File: src/rtl/fifo_arbiter.sv
// Round-robin scheduler for a single-port FIFO shared by two producers and one consumer.
// A shadow count updated at grant time guards against overflow/underflow and cross-checks the FIFO flags.
module fifo_arbiter #(
    parameter int DW    = 4,
    parameter int DEPTH = 8,
    parameter int CW    = 4
) (
    input  logic          clk,
    input  logic          rst,
    input  logic          wr0_req,
    input  logic [DW-1:0] wr0_data,
    output logic          wr0_gnt,
    input  logic          wr1_req,
    input  logic [DW-1:0] wr1_data,
    output logic          wr1_gnt,
    input  logic          rd_req,
    output logic          rd_gnt,
    output logic          rd_valid,
    output logic [DW-1:0] rd_data,
    output logic          fifo_wnr,
    output logic          fifo_en,
    output logic [DW-1:0] fifo_din,
    input  logic [DW-1:0] fifo_dout,
    input  logic          fifo_full,
    input  logic          fifo_empty,
    output logic [CW-1:0] count,
    output logic          sync_err
);

    typedef enum logic [1:0] {
        PRI_WR0 = 2'd0,
        PRI_WR1 = 2'd1,
        PRI_RD  = 2'd2
    } priState_t;

    typedef enum logic [1:0] {
        SEL_NONE,
        SEL_WR0,
        SEL_WR1,
        SEL_RD
    } sel_t;

    localparam logic [CW-1:0] FULL_CNT = CW'(DEPTH);

    priState_t ptr, ptrNext;
    sel_t      sel;
    logic      wr0Elig, wr1Elig, rdElig;
    logic [1:0] idleCnt;

    always_ff @(posedge clk) begin
        if (rst) ptr <= PRI_WR0;
        else     ptr <= ptrNext;
    end

    always_comb begin
        wr0Elig = wr0_req && (count < FULL_CNT);
        wr1Elig = wr1_req && (count < FULL_CNT);
        rdElig  = rd_req && (count != '0);
        sel     = SEL_NONE;
        ptrNext = ptr;
        case (ptr)
            PRI_WR0: begin
                if      (wr0Elig) sel = SEL_WR0;
                else if (wr1Elig) sel = SEL_WR1;
                else if (rdElig)  sel = SEL_RD;
            end
            PRI_WR1: begin
                if      (wr1Elig) sel = SEL_WR1;
                else if (rdElig)  sel = SEL_RD;
                else if (wr0Elig) sel = SEL_WR0;
            end
            default: begin
                if      (rdElig)  sel = SEL_RD;
                else if (wr0Elig) sel = SEL_WR0;
                else if (wr1Elig) sel = SEL_WR1;
            end
        endcase
        case (sel)
            SEL_WR0: ptrNext = PRI_WR1;
            SEL_WR1: ptrNext = PRI_RD;
            SEL_RD:  ptrNext = PRI_WR0;
            default: ptrNext = ptr;
        endcase
    end

    always_ff @(posedge clk) begin
        if (rst) begin
            wr0_gnt  <= 1'b0;
            wr1_gnt  <= 1'b0;
            rd_gnt   <= 1'b0;
            rd_valid <= 1'b0;
            fifo_en  <= 1'b0;
            fifo_wnr <= 1'b0;
            fifo_din <= '0;
            count    <= '0;
            sync_err <= 1'b0;
            idleCnt  <= '0;
        end else begin
            wr0_gnt  <= (sel == SEL_WR0);
            wr1_gnt  <= (sel == SEL_WR1);
            rd_gnt   <= (sel == SEL_RD);
            fifo_en  <= (sel != SEL_NONE);
            rd_valid <= rd_gnt;
            case (sel)
                SEL_WR0: begin
                    fifo_wnr <= 1'b1;
                    fifo_din <= wr0_data;
                    count    <= count + 1'b1;
                end
                SEL_WR1: begin
                    fifo_wnr <= 1'b1;
                    fifo_din <= wr1_data;
                    count    <= count + 1'b1;
                end
                SEL_RD: begin
                    fifo_wnr <= 1'b0;
                    count    <= count - 1'b1;
                end
                default: ;
            endcase
            if (fifo_en)              idleCnt <= '0;
            else if (idleCnt != 2'd2) idleCnt <= idleCnt + 2'd1;
            // Two quiet cycles guarantee nothing is in flight, so flags must match the count.
            if ((idleCnt == 2'd2) &&
                ((fifo_full != (count == FULL_CNT)) || (fifo_empty != (count == '0))))
                sync_err <= 1'b1;
        end
    end

    assign rd_data = fifo_dout;

endmodule

File: config.mk
export PLATFORM = sky130hd
export DESIGN_NAME = fifo_arbiter
export DESIGN_NICKNAME = d
export VERILOG_FILES = /design/src/rtl/fifo_arbiter.sv
export SDC_FILE = /design/constraint.sdc
export NUM_CORES = 1
export LEC_CHECK = 0
export BUFFER_PORTS_ARGS = -buffer_cell sky130_fd_sc_hd__buf_2
export CORE_UTILIZATION = 47
export DETAILED_ROUTE_END_ITERATION = 6
export GPL_TIMING_DRIVEN = 0
export PLACE_DENSITY = 0.77
export SLEW_MARGIN = 10
export SYNTH_ARGS = -nofsm -noshare
export SYNTH_HDL_FRONTEND = slang
export SYNTH_SLANG_ARGS = --single-unit
export TNS_END_PERCENT = 100
File: constraint.sdc
create_clock -name clk -period 3.3 [get_ports clk]
set_clock_uncertainty 0.05 [all_clocks]
set_input_delay 0.165 -clock clk [delete_from_list [all_inputs] [get_ports clk]]
set_output_delay 0.165 -clock clk [all_outputs]
set_load 0.02 [all_outputs]
* Yosys cells after proc, flatten, opt, wreduce, memory -nomap -nowiden
Cells that the tools add are included.
Operators by class: equal/unequal tests 9, reduce and logical (&&, ||, !) cells 14, add/sub/neg operators 3, multiplexer cells 14, $lt $le $gt $ge 1
Operator list (count):
- 2-to-1 mux 2 bit | 8
- one-hot mux 4 bit (2 select lines) | 2
- == test 2 bit, second input constant | 3
- one-hot mux 2 bit (3 select lines) | 1
- nonzero test 2 bit | 3
- adder 4 x 1 -> 4 bit, second input constant | 1
- == test 2 x 1 -> 1 bit, second input constant | 2
- == test 4 bit, second input constant | 1
- logical AND 1 bit | 4
- logical NOT 4 bit | 1
- < comparator 4 bit, second input constant | 1
- one-hot mux 2 bit (2 select lines) | 1
- nonzero test 4 bit | 1
- OR reduction 2 bit | 2
- subtractor 4 x 1 -> 4 bit, second input constant | 1
- nonzero test 3 bit | 1
- adder 2 x 1 -> 2 bit, second input constant | 1
- logical NOT 2 bit | 1
- != test 1 bit | 2
- != test 2 bit, second input constant | 1
- one-hot mux 1 bit (2 select lines) | 1
- logical OR 1 bit | 1
- 2-to-1 mux 1 bit | 1
Storage, ports and cells: output and inout bits 19, logic and storage cells 52, register bits after elaboration 19

* Longest topological paths before layout
Gate-level depths: netlist (run 1).
word-level depth 9, mapped depth 11

* Worst setup path after synthesis (run 1)
OpenSTA, ideal clock, no wires.
path kind reg2reg, start point register count[1], end point register count[2], library setup time 71 ps, data arrival time 2490 ps, cell stages (with the launch flop) 11, path slack 689 ps, clock period less this slack 2611 ps, cell sequence dfxtp_1 > o41ai_2 > and2_1 > a311oi_2 > ha_1 > xor2_1 > ha_1 > a21oi_2 > xor2_1 > or3_1 > a21oi_1
On the way: cells in the longest elaborated chain, start to end 9, elaborated cells on any way between the ends 23, those cells by class add/sub: 2; order compare: 1; eq/ne: 3; mux: 11; reduce/logical: 6
Ends and longest elaborated chain:
- start: declaration | RTL line 26 | output logic [CW-1:0] count,
- start signal: assignment | RTL line 108 | count <= count + 1'b1;
- start signal: assignment | RTL line 113 | count <= count + 1'b1;
- start signal: assignment | RTL line 117 | count <= count - 1'b1;
- < comparator 4 bit or nonzero test 4 bit (tied branches) | RTL line 56, 57, 58
- logical AND 1 bit, on equally long branches | RTL line 56, 57, 58
- 2-to-1 mux 1 bit, or another cell as far along | RTL line 70 | else if (wr0Elig) sel = SEL_WR0;
- 2-to-1 mux 2 bit, on equally long branches | RTL line 69, 64, 74
- 2-to-1 mux 2 bit, on equally long branches | RTL line 68, 63, 73
- one-hot mux 2 bit (2 select lines) | RTL line 61 | case (ptr)
- == test 2 x 1 -> 1 bit or == test 2 bit (tied branches) | RTL line 104 | case (sel)
- OR reduction 2 bit (no source line)
- one-hot mux 4 bit (2 select lines) or nonzero test 2 bit (tied branches)
Several ways; a longest one is shown, not always the timed one. A chain may end at the register's enable or synchronous reset.

* Worst setup path after layout (run 1)
Ends and elaborated chain as after synthesis.

==> metrics.md, run 1 <==
| Metric | Value |
|---|---|
| IO Pins | 38 |
| Final std cells w/o fill | 169 |
| Max H-tree Level | 1 |
| Number of rows created at floorplan | 16 |
| Number of cells on the worst hold path | 3 |
| Overflow after GRT | 0 |
| Clock net sink count | 19 |
| Insertion delay to the later sink of the worst-skew pair | 0.29 ns |
| Highest cell delay on the worst timing path | 0.51 ns |
| Class of the tightest hold or removal check | primary input to flop |
| Period utilisation layout | 0.834 |
| Most common library cell in the layout ignoring fill and taps | sky130_fd_sc_hd__buf_2 |
| Area of the mapped netlist | 976 sq um |
| Overall track demand over capacity in global routing | 0.174 |
| Area share of the leading cell type in the synthesized netlist | 0.390 |
| Clock slew at the register clock pins of the worst setup and hold paths | 0.11 ns |
| Largest net degree at the start of global routing | 12 |
| Area after detailed placement | about 1200 sq um |
| Number of maximum-capacitance constraint violations | 0 |
| TritonCTS clock tree | built |
| Share of final-layout standard cells stronger than drive strength 1 | 0.338 |
| Signed area change from the synthesized netlist to the final layout | 23.2% |
| Highest ir drop seen on vdd | 0.490 mV |
| Worst r2r src | count[1]$_SDFFE_PP0P_ |
| RD Place Congestion | 0.739 |
| Slowest cell on the critical path | sky130_fd_sc_hd__dfxtp_1 |
| Clock root buffer | sky130_fd_sc_hd__clkbuf_4 |
| Highest Clock Rate | 364 MHz |
| Vertical die dimension | 47.6 um |
| Flip-flop and latch count after synthesis | 19 |
| Yosys warning total | 0 |
| Full die area | around 2300 sq um |
| R2r worst-path depth | 10 |
| Synthesized area per cell | a little over 9 sq um |
| Count of input and output buffers | 33 |
| Global-route wire length before repair | approximately 2.9 mm |
| Top cells by area in the synthesized netlist | sky130_fd_sc_hd__dfxtp_1, sky130_fd_sc_hd__ha_1, sky130_fd_sc_hd__mux2i_1 |
| Core Footprint | 1960 sq um |
| Design area | 1200 sq um |
| Cell accounting for the most synthesized area | sky130_fd_sc_hd__dfxtp_1 |
| Power per cell area | 858 nW/um^2 |
| Initial core utilization | 0.497 |
| Initial antenna violation count | 0 |
| Total via count in the routed design | 850 |
| Final standard cell utilization of the core | 0.613 |
| Slew HR | 0.693 |
| Multi-input gate area | ~530 sq um |
| Routed wirelength normalized by instance count | 11.5 um |
| Final total negative setup slack | 0 ns |
| Filler instances | between 150 and 200 |
| Delay-heaviest family, CP | compound AO/OA/AOI/OAI gates |
| Clock buffers created by TritonCTS | 3 |
| Post-synthesis cell type count | 30 |
| Worst-case register-to-register setup slack | 0.55 ns |
| Fin. Hold Viols | 0 |
| Count of endpoints failing setup in the final report | 0 |
| Arrival time reported for the critical path endpoint | ~2.9 ns |
| Count of TritonRoute iterations in the first routing pass | 4 |
| Critical path fanouts, max | 8 |
| Number of nets in the synthesized netlist | ~130 |
| Total of hold buffers inserted after clock tree synthesis | 0 |
| Footprint of the flip-flops and latches | 380 sq um |
| Detail-routed via count per cell | 5.03 |
| Final antenna-violating net count | 0 |
| Number of instances in the synthesized netlist | 105 |
| Setup Buffers After CTS | 0 |
| Nature of the critical path endpoint | flop |
| Inserted Diodes | 0 |
| Final routed wirelength across all metal layers | 1.94 mm |
| Number of nets in the final layout | 169 |
| Number of global-route vias before repair | around 710 |
| Final min period | 2.75 ns |
| Detailed placer's ending HPWL | 1.49 mm |
| Worst setup path category | flop to flop |
| Worst R2R End | count[2]$_SDFFE_PP0P_ |
| Die Width | about 48 um |
| Result of the run | completed |
| Hold wc startpoint | wr0_data[1] |
| Most used cells in the layout excluding fill and tap cells | sky130_fd_sc_hd__buf_2, sky130_fd_sc_hd__dfxtp_1, sky130_fd_sc_hd__nor2_1 |
| Pleak | 0.588 nW |
| Slew @ Worst Pin | 0.460 ns |
| Number of cells upsized or downsized after cts | 0 |
| RSZ-0062 raised after global routing | no |
| Final max-slew violation count | 0 |
| Critical path, cell by cell | o41ai_2 -> and2_1 -> a311oi_2 -> ha_1 -> xor2_1 -> ha_1 -> a21oi_2 -> xor2_1 -> or3_1 -> a21oi_1 |
| Number of cells after detailed placement | 165 |
| DRC violations left | 0 |
| Proportion of synthesized chip area in sequential cells | 0.390 |
| Maximum clock path buffer count | 2 |
| Initial drt markers | 4 |
| Buffering stage count on the worst path with inverters included | 0 |
| Req. time, crit path | approximately 3.5 ns |
| End of the worst hold path | fifo_din[1]$_SDFFE_PP0P_ |
| Worst Setup Start Kind | flop |
## tightest hold or removal path, stage by stage
cell	delay (ns)
sky130_fd_sc_hd__buf_2	0.09
sky130_fd_sc_hd__mux2i_1	0.11
sky130_fd_sc_hd__a211oi_1	0.09
## layout make-up
cell class	instances	share of cell area
clock buffer	3	0.0187
tap	27	0.0281
sequential	19	0.316
clock inverter	1	0.00416
inverter	3	0.00937
multi-input combinational	74	0.444
buffer	9	0.0416
timing repair buffer	33	0.137
## cells by family (layout without fill, tap and decap cells)
kind of cell | count (synthesis) | count (layout) | synth area share
and+or+nand+nor | 37 | 37 | 0.199
AOI/OAI and AO/OA | 19 | 19 | 0.150
DFF | 19 | 19 | 0.390
buffers and inverters | 12 | 49 | 0.0628
adders and majority gates | 7 | 7 | 0.0897
muxes | 7 | 7 | 0.0731
xor gates and xnor gates | 4 | 4 | 0.0359
## worst max-delay path by stage
stage	start	to	slack (ns)	cells after the start
2_1_floorplan	count[1]$_SDFFE_PP0P_	count[2]$_SDFFE_PP0P_	0.69	10
3_3_place_gp	count[1]$_SDFFE_PP0P_	count[2]$_SDFFE_PP0P_	0.67	10
3_5_place_dp	count[1]$_SDFFE_PP0P_	count[2]$_SDFFE_PP0P_	0.59	10
4_1_cts	count[1]$_SDFFE_PP0P_	count[2]$_SDFFE_PP0P_	0.55	10
5_1_grt	count[1]$_SDFFE_PP0P_	count[2]$_SDFFE_PP0P_	0.36	10
6_report	count[1]$_SDFFE_PP0P_	count[2]$_SDFFE_PP0P_	0.55	10
## stage by stage
stage	hold WS, ns	setup slack, ns	power (mW)
after CTS	0.156	0.549	1.04
after detailed placement	0.393	0.593	0.916
after global placement	0.380	0.673	0.888
final	0.155	0.549	1.03
after global routing	0.155	0.357	1.12
after floorplan	0.332	0.689	0.778
## state kept, by name, indices dropped and copies added, names as in the netlist, 2 cells and up
register,flops
fifo_din,4
count,4
ptr,2
idleCnt,2
## Yosys cell counts
cell	instances
sky130_fd_sc_hd__mux2i_1	6
sky130_fd_sc_hd__a21o_1	1
sky130_fd_sc_hd__buf_4	4
sky130_fd_sc_hd__or3_1	3
sky130_fd_sc_hd__o32ai_2	1
sky130_fd_sc_hd__inv_1	2
sky130_fd_sc_hd__inv_2	1
sky130_fd_sc_hd__dfxtp_1	19
sky130_fd_sc_hd__a311oi_2	1
sky130_fd_sc_hd__a21oi_1	6
sky130_fd_sc_hd__o21ai_0	2
sky130_fd_sc_hd__nor3_1	5
sky130_fd_sc_hd__and3b_1	1
sky130_fd_sc_hd__mux2_1	1
sky130_fd_sc_hd__clkbuf_1	3
sky130_fd_sc_hd__nor2b_1	7
sky130_fd_sc_hd__ha_1	7
sky130_fd_sc_hd__nand2b_1	2
sky130_fd_sc_hd__buf_2	1
sky130_fd_sc_hd__nor4_1	1
sky130_fd_sc_hd__a31oi_1	2
sky130_fd_sc_hd__and2_1	1
sky130_fd_sc_hd__a211oi_1	4
sky130_fd_sc_hd__nor2b_2	1
sky130_fd_sc_hd__o41ai_2	1
sky130_fd_sc_hd__a21oi_2	1
sky130_fd_sc_hd__buf_1	1
sky130_fd_sc_hd__nor2_1	15
sky130_fd_sc_hd__nor3b_1	1
sky130_fd_sc_hd__xor2_1	4
## power by group
| part | leakage [nW] | internal (mW) | total (mW) | switching [mW] |
|---|---|---|---|---|
| logic | 0.413 | 0.229 | 0.545 | 0.315 |
| registers | 0.157 | 0.305 | 0.371 | 0.0663 |
| clock network | 0.0177 | 0.0450 | 0.116 | 0.0712 |
## routing by layer
metal,track usage,part of all wire,vias up
met1,0.212,0.45,395
li1,-,-,435
met4,0.0333,0,0
met2,0.326,0.52,20
met3,0.0226,0.032,0
met5,0,0,-
(Power assumes the default switching activity.)
==> inputs of run 2 (changes only) <==
- clock period: 3.3 -> 2.77 ns (I/O delays scaled with it)
==> run 2 against run 1 <==
Net effect: register-to-register slack worse by 0.41 ns; combinational power is 23% higher; clock power is 21% higher.
==> metrics.md, run 2 (synthesis results as in run 1) <==
| Metric | Value |
|---|---|
| Number of maximum-capacitance constraint violations | 0 (unchanged) |
| Number of rows created at floorplan | 16 (unchanged) |
| Most used cells in the layout excluding fill and tap cells | sky130_fd_sc_hd__buf_2, sky130_fd_sc_hd__dfxtp_1, sky130_fd_sc_hd__nor2_1 |
| Worst setup path category | flop to flop |
| Termination of the worst setup path | count[2]$_SDFFE_PP0P_ |
| Share of final-layout standard cells stronger than drive strength 1 | 0.366 (+0.0282) |
| Final max-slew violation count | 0 (unchanged) |
| Count of TritonRoute iterations in the first routing pass | 4 (unchanged) |
| Filler instances | 192 (-3.0%) |
| DRC violations left | 0 (unchanged) |
| Largest net degree at the start of global routing | 12 (unchanged) |
| Global-route wire length before repair | 2.88 mm (unchanged) |
| IO Pins | 38 (unchanged) |
| Max H-tree Level | 1 (unchanged) |
| Highest cell delay on the worst timing path | 0.51 ns (about the same) |
| Number of global-route vias before repair | 713 (unchanged) |
| Final total negative setup slack | 0 ns (unchanged) |
| Initial antenna violation count | 0 (unchanged) |
| Slew HR | 0.683 (-0.00995) |
| Final worst-path setup slack | 0.139 ns (-0.411 ns) |
| Worst r2r src | count[2]$_SDFFE_PP0P_ |
| Overflow after GRT | 0 (unchanged) |
| Delay-heaviest family, CP | compound AO/OA/AOI/OAI gates |
| Pleak | 0.591 nW (+0.63%) |
| Origin of the worst setup path | count[2]$_SDFFE_PP0P_ |
| Detailed placer's ending HPWL | 1.49 mm (unchanged) |
| Design area | 1230 sq um (+2.4%) |
| RSZ-0062 raised after global routing | no |
| Worst-case register-to-register setup slack | 0.14 ns (-0.41 ns) |
| Initial core utilization | 0.497 (unchanged) |
| R2r worst-path depth | 10 (unchanged) |
| Routed wirelength normalized by instance count | 11.5 um (+0.26%) |
| Req. time, crit path | 2.95 ns (-0.52 ns) |
| Initial drt markers | 5 (+1) |
| Fin. Hold Viols | 0 (unchanged) |
| Total via count in the routed design | 856 (+0.71%) |
| Overall track demand over capacity in global routing | 0.174 (unchanged) |
| Slowest cell on the critical path | sky130_fd_sc_hd__dfxtp_1 |
| Highest Clock Rate | 380 MHz (+4.5%) |
| Final min period | 2.63 ns (-0.119 ns) |
| Insertion delay to the later sink of the worst-skew pair | 0.29 ns (about the same) |
| Worst R2R End | count[2]$_SDFFE_PP0P_ |
| Area after detailed placement | 1170 sq um (unchanged) |
| Clock root buffer | sky130_fd_sc_hd__clkbuf_4 |
| Final routed wirelength across all metal layers | 1.95 mm (+0.26%) |
| Number of cells after detailed placement | 165 (unchanged) |
| RD Place Congestion | 0.739 (unchanged) |
| TritonCTS clock tree | built |
| Count of endpoints failing setup in the final report | 0 (unchanged) |
| Clock buffers created by TritonCTS | 3 (unchanged) |
| Total chip power | 1.26 mW (+22%) |
| Clock net sink count | 19 (unchanged) |
| Core Footprint | 1960 sq um (unchanged) |
| Most common library cell in the layout ignoring fill and taps | sky130_fd_sc_hd__buf_2 |
| Signed area change from the synthesized netlist to the final layout | 26.2% |
| Highest ir drop seen on vdd | 0.593 mV (+21%) |
| Worst Setup Start Kind | flop |
| Die Width | 47.6 um (unchanged) |
| Result of the run | completed |
| Full die area | 2260 sq um (unchanged) |
| Setup slack after placement | 0.0626 ns (-0.530 ns) |
| Period utilisation layout | 0.950 (+0.116) |
| Instance count on the critical path | 10 (unchanged) |
| Hold wc startpoint | wr0_data[1] |
| Largest registers ranked by flip-flop count | count x4, fifo_din x4 |
| Count of input and output buffers | 33 (unchanged) |
| Setup Buffers After CTS | 0 (unchanged) |
| Detail-routed via count per cell | 5.07 (+0.71%) |
| Arrival time reported for the critical path endpoint | 2.81 ns (-0.11 ns) |
| Maximum clock path buffer count | 2 (unchanged) |
| Crit path top cell by count | sky130_fd_sc_hd__xor2_1 |
| Number of nets in the final layout | 169 (unchanged) |
| Final std cells w/o fill | 169 (unchanged) |
| Nature of the critical path endpoint | flop |
| Final antenna-violating net count | 0 (unchanged) |
| Power per cell area | 1020 nW/um^2 (+19%) |
| Critical path, cell by cell | o41ai_4 -> and2_1 -> a311oi_4 -> ha_2 -> xor2_1 -> ha_1 -> a21oi_2 -> xor2_1 -> or3_1 -> a21oi_1 |
| Critical path fanouts, max | 8 (unchanged) |
| Total of hold buffers inserted after clock tree synthesis | 0 (unchanged) |
| Clock slew at the register clock pins of the worst setup and hold paths | 0.11 ns (about the same) |
| Class of the tightest hold or removal check | primary input to flop |
| Inserted Diodes | 0 (unchanged) |
| Slew @ Worst Pin | 0.471 ns (+0.0106 ns) |
| Buffering stage count on the worst path with inverters included | 0 (unchanged) |
| Vertical die dimension | 47.6 um (unchanged) |
==> run 2: cell counts in the layout (fill, tap and decap cells not counted) <==
Identical to the previous run, type by type.
==> run 2: timing repair <==
item	in CTS	in global routing
gates resized for setup	0	6
endpoints found under the setup margin	0	2
endpoints found under the hold margin	0	0
==> run 2: final cells by class <==
cell class / instances / area, sq um / area share
Multi-Input combinational cell: 74 / 559 / 0.454
Sequential cell: 19 / 384 / 0.312
Timing Repair Buffer: 33 / 165 / 0.134
Buffer: 9 / 50.0 / 0.0407
Tap cell: 27 / 33.8 / 0.0274
Clock buffer: 3 / 22.5 / 0.0183
Inverter: 3 / 11.3 / 0.00915
Clock inverter: 1 / 5.00 / 0.00407
==> run 2: worst reg2reg max path: cells and delay by family (launching register included) <==
kind	cells	cell delay (ns)
adders and majority gates	2	0.52
AOI/OAI and AO/OA	4	0.68
DFF	1	0.51
and+or+nand+nor	2	0.49
xor gates and xnor gates	2	0.31
==> run 2: routing by layer <==
| metal | part of all wire | up-vias | global-route usage |
|---|---|---|---|
| met3 | 0.032 | 0 | 0.0226 |
| met4 | 0 | 0 | 0.0333 |
| met2 | 0.53 | 20 | 0.326 |
| li1 | - | 438 | - |
| met5 | 0 | - | 0 |
| met1 | 0.44 | 398 | 0.212 |
==> run 2: through the flow <==
step / utilization / hold WS (ns)
floorplan: - / 0.305
global placement: 0.599 / 0.380
detailed placement: 0.599 / 0.393
CTS: 0.613 / 0.130
global route: 0.628 / 0.129
finish: 0.628 / 0.128
==> run 2: how the worst min path moves through the flow <==
stage	to	cells after the start	slack [ns]
after global placement	idleCnt[1]$_SDFFE_PP0N_	1	0.38
final	fifo_din[1]$_SDFFE_PP0P_	3	0.13
after CTS	fifo_din[0]$_SDFFE_PP0P_	3	0.13
after floorplan	count[3]$_SDFFE_PP0P_	2	0.31
after global routing	fifo_din[1]$_SDFFE_PP0P_	3	0.13
after detailed placement	idleCnt[1]$_SDFFE_PP0N_	1	0.39
==> run 2: report_power, final <==
part	switching, mW	internal [mW]	total (mW)
logic	0.383	0.286	0.668
registers	0.0855	0.367	0.452
clock network	0.0860	0.0536	0.140
total	0.554	0.706	1.26
==> inputs of run 3 (changes only) <==
- ABC_AREA: not set -> 1
- CORE_UTILIZATION: 47 -> 51
- PLACE_DENSITY: 0.77 -> 0.83
- clock period: 2.77 -> 3.3 ns (I/O delays scaled with it)
==> run 3 against run 2 <==
Net effect: die area is 5.4% lower; largest cell class unchanged; power down 12%; non-clock buffer count fell by 2.
==> metrics.md, run 3 <==
| Metric | Value |
|---|---|
| Post-synthesis cell type count | 20 (-33%) |
| Fin. Hold Viols | 0 (unchanged) |
| Final min period | 2.46 ns (-0.170 ns) |
| Signed area change from the synthesized netlist to the final layout | 22.4% |
| Nature of the critical path endpoint | flop |
| Detail-routed via count per cell | 4.95 (-2.4%) |
| Setup Buffers After CTS | 0 (unchanged) |
| Origin of the worst setup path | count[1]$_SDFFE_PP0P_ |
| Routed wirelength normalized by instance count | 9.99 um (-13%) |
| Crit path top cell by count | sky130_fd_sc_hd__inv_1 |
| Maximum clock path buffer count | 2 (unchanged) |
| Largest net degree at the start of global routing | 12 (unchanged) |
| Cell accounting for the most synthesized area | sky130_fd_sc_hd__dfxtp_1 |
| Initial antenna violation count | 0 (unchanged) |
| Main synth FF type | sky130_fd_sc_hd__dfxtp_1 |
| Termination of the worst setup path | count[2]$_SDFFE_PP0P_ |
| Number of cells after detailed placement | 198 (+20%) |
| Largest registers ranked by flip-flop count | count x4, fifo_din x4 |
| Count of TritonRoute iterations in the first routing pass | 4 (unchanged) |
| Instance count on the critical path | 14 (+4) |
| Number of instances in the synthesized netlist | 140 (+33%) |
| Number of global-route vias before repair | 855 (+20%) |
| Slowest cell on the critical path | sky130_fd_sc_hd__dfxtp_1 |
| Power per cell area | 910 nW/um^2 (-11%) |
| Count of input and output buffers | 33 (unchanged) |
| Most used cells in the layout excluding fill and tap cells | sky130_fd_sc_hd__buf_2, sky130_fd_sc_hd__inv_1, sky130_fd_sc_hd__nand2_1 |
| Flip-flop and latch count after synthesis | 19 (unchanged) |
| Full die area | 2140 sq um (-5.4%) |
| Pleak | 0.701 nW (+19%) |
| Vertical die dimension | 46.3 um (-2.7%) |
| Worst R2R End | count[2]$_SDFFE_PP0P_ |
| RD Place Congestion | 0.782 (+5.8%) |
| TritonCTS clock tree | built |
| Final routed wirelength across all metal layers | 2.02 mm (+3.5%) |
| Critical path, cell by cell | inv_1 -> nand3_1 -> o21ai_0 -> and2_2 -> a31oi_1 -> ha_1 -> nand2_1 -> inv_1 -> nor2_1 -> ha_1 -> a21oi_1 -> xnor2_1 -> o21ai_0 -> inv_1 |
| Top cells by area in the synthesized netlist | sky130_fd_sc_hd__dfxtp_1, sky130_fd_sc_hd__inv_1, sky130_fd_sc_hd__nand2_1 |
| Overall track demand over capacity in global routing | 0.216 (+0.0425) |
| Overflow after GRT | 0 (unchanged) |
| Number of cells upsized or downsized after cts | 0 (unchanged) |
| Synthesized area per cell | 7.14 sq um (-23%) |
| Slew @ Worst Pin | 0.406 ns (-0.0646 ns) |
| Core Footprint | 1780 sq um (-9.1%) |
| Most numerous cell in the Yosys netlist | sky130_fd_sc_hd__inv_1 |
| Class of the tightest hold or removal check | primary input to flop |
| Clock buffers created by TritonCTS | 3 (unchanged) |
| Top post-synthesis cells by count | sky130_fd_sc_hd__inv_1, sky130_fd_sc_hd__nand2_1, sky130_fd_sc_hd__dfxtp_1 |
| Req. time, crit path | 3.45 ns (+0.50 ns) |
| Highest ir drop seen on vdd | 0.548 mV (-7.6%) |
| Number of flops mapped to enable cells by yosys | 0 (unchanged) |
| Number of nets in the synthesized netlist | 166 (+27%) |
| Share of final-layout standard cells stronger than drive strength 1 | 0.254 (-0.112) |
| Filler instances | 171 (-11%) |
| Buffering stage count on the worst path with inverters included | 3 (+3) |
| Number of nets in the final layout | 204 (+21%) |
| Die Width | 46.3 um (-2.7%) |
| Area share of the leading cell type in the synthesized netlist | 0.380 (-0.00927) |
| Initial core utilization | 0.561 (+0.0633) |
| Slew HR | 0.729 (+0.0460) |
| IO Pins | 38 (unchanged) |
| Initial drt markers | 22 (+17) |
| Highest Clock Rate | 406 MHz (+6.9%) |
| Number of maximum-capacitance constraint violations | 0 (unchanged) |
| Worst-case register-to-register setup slack | 0.84 ns (+0.70 ns) |
| Delay-heaviest family, CP | compound AO/OA/AOI/OAI gates |
| Inserted Diodes | 0 (unchanged) |
| Global-route wire length before repair | 3.25 mm (+13%) |
| RSZ-0062 raised after global routing | no |
| Arrival time reported for the critical path endpoint | 2.61 ns (-0.20 ns) |
| Clock root buffer | sky130_fd_sc_hd__clkbuf_4 |
| Insertion delay to the later sink of the worst-skew pair | 0.30 ns (about the same) |
| Number of rows created at floorplan | 15 (-1) |
| Count of endpoints failing setup in the final report | 0 (unchanged) |
| Proportion of synthesized chip area in sequential cells | 0.380 (-0.00927) |
| Final std cells w/o fill | 202 (+20%) |
| Final total negative setup slack | 0 ns (unchanged) |
| Share of async-settable or async-resettable flops after synthesis | 0 (unchanged) |
| Detailed placer's ending HPWL | 1.65 mm (+11%) |
| DRC violations left | 0 (unchanged) |
| Yosys warning total | 0 (unchanged) |
| Clock slew at the register clock pins of the worst setup and hold paths | 0.11 ns (about the same) |
| Total via count in the routed design | 999 (+17%) |
| Clock net sink count | 19 (unchanged) |
| Result of the run | completed |
| Highest cell delay on the worst timing path | 0.40 ns (-0.11 ns) |
| Final max-slew violation count | 0 (unchanged) |
| Worst Setup Start Kind | flop |
| Area of the mapped netlist | 1000 sq um (+2.4%) |
| Max H-tree Level | 1 (unchanged) |
| Period utilisation layout | 0.746 (-0.204) |
| Worst r2r src | count[1]$_SDFFE_PP0P_ |
| Most common library cell in the layout ignoring fill and taps | sky130_fd_sc_hd__buf_2 |
| Final antenna-violating net count | 0 (unchanged) |
| Worst setup path category | flop to flop |
| R2r worst-path depth | 14 (+4) |
| Critical path fanouts, max | 5 (-3) |
| Total of hold buffers inserted after clock tree synthesis | 0 (unchanged) |
| Worst hold slack across all endpoints | 0.0915 ns (-0.0367 ns) |
[run 3: cell types whose count changed after synthesis, sizes merged, moves of 4 or more]
cell    change
nand2      +26
nand3      +10
nor3        -5
mux2i       -6
nor2b       -8
xor2        -4
o21ai       +6
o211ai      +4
inv        +26
[run 3: kinds of logic (layout without fill, tap and decap cells)]
| kind of cell | after synthesis | after routing | synth area share |
|---|---|---|---|
| AND/OR/NAND/NOR | 51 | 51 | 0.210 |
| buffers and inverters | 36 | 73 | 0.159 |
| AO/OA/AOI/OAI | 25 | 25 | 0.145 |
| flip-flops | 19 | 19 | 0.380 |
| adder cells (fa/ha/maj) | 7 | 7 | 0.0876 |
| XOR/XNOR | 2 | 2 | 0.0175 |
[run 3: power breakdown]
part	total (mW)	switching, mW	internal, mW
combinational	0.633	0.387	0.246
clock	0.117	0.0716	0.0452
sequential	0.364	0.0517	0.312
[run 3: layout make-up]
class                           instances  area, sq um  share of cell area
Clock buffer                            3         22.5              0.0184
Buffer                                  7         50.0              0.0409
Tap cell                               25         31.3              0.0256
Multi-Input combinational cell         85          460               0.376
Clock inverter                          1         5.00             0.00409
Timing Repair Buffer                   33          165               0.135
Sequential cell                        19          380               0.311
Inverter                               29          109              0.0890
[run 3: worst min-delay path by stage]
stage / cells after the start / to / slack (ns) / from
final: 3 / idleCnt[1]$_SDFFE_PP0N_ / 0.09 / rst
after global routing: 3 / idleCnt[0]$_SDFFE_PP0N_ / 0.10 / rst
after floorplan: 2 / idleCnt[0]$_SDFFE_PP0N_ / 0.28 / rst
after detailed placement: 2 / rd_valid$_SDFF_PP0_ / 0.38 / rd_gnt$_SDFF_PP0_
after global placement: 2 / rd_valid$_SDFF_PP0_ / 0.35 / rd_gnt$_SDFF_PP0_
after CTS: 3 / idleCnt[1]$_SDFFE_PP0N_ / 0.09 / rst
[run 3: per-layer routing]
metal	vias up	GRT usage	wire length, um
met5	-	0	0
met4	0	0.0941	37
met3	5	0.0471	104
met2	37	0.403	1040
met1	447	0.229	838
li1	510	-	-
[run 3: per-stage QoR]
step	area [sq um]	util	power (mW)	setup WS, ns
after floorplan	1000	-	0.845	0.998
after global placement	1200	0.671	0.970	0.988
after detailed placement	1200	0.671	1.00	0.850
after CTS	1220	0.686	1.12	0.834
after global routing	1220	0.686	1.23	0.574
final	1220	0.686	1.11	0.839
[run 3: worst reg2reg max path: cells and delay by family (launching register included)]
family	cells	cell delay, ns
AO/OA/AOI/OAI	4	0.69
AND/OR/NAND/NOR	4	0.48
buffers and inverters	3	0.20
flip-flops	1	0.40
XOR/XNOR	1	0.09
adder cells (fa/ha/maj)	2	0.45
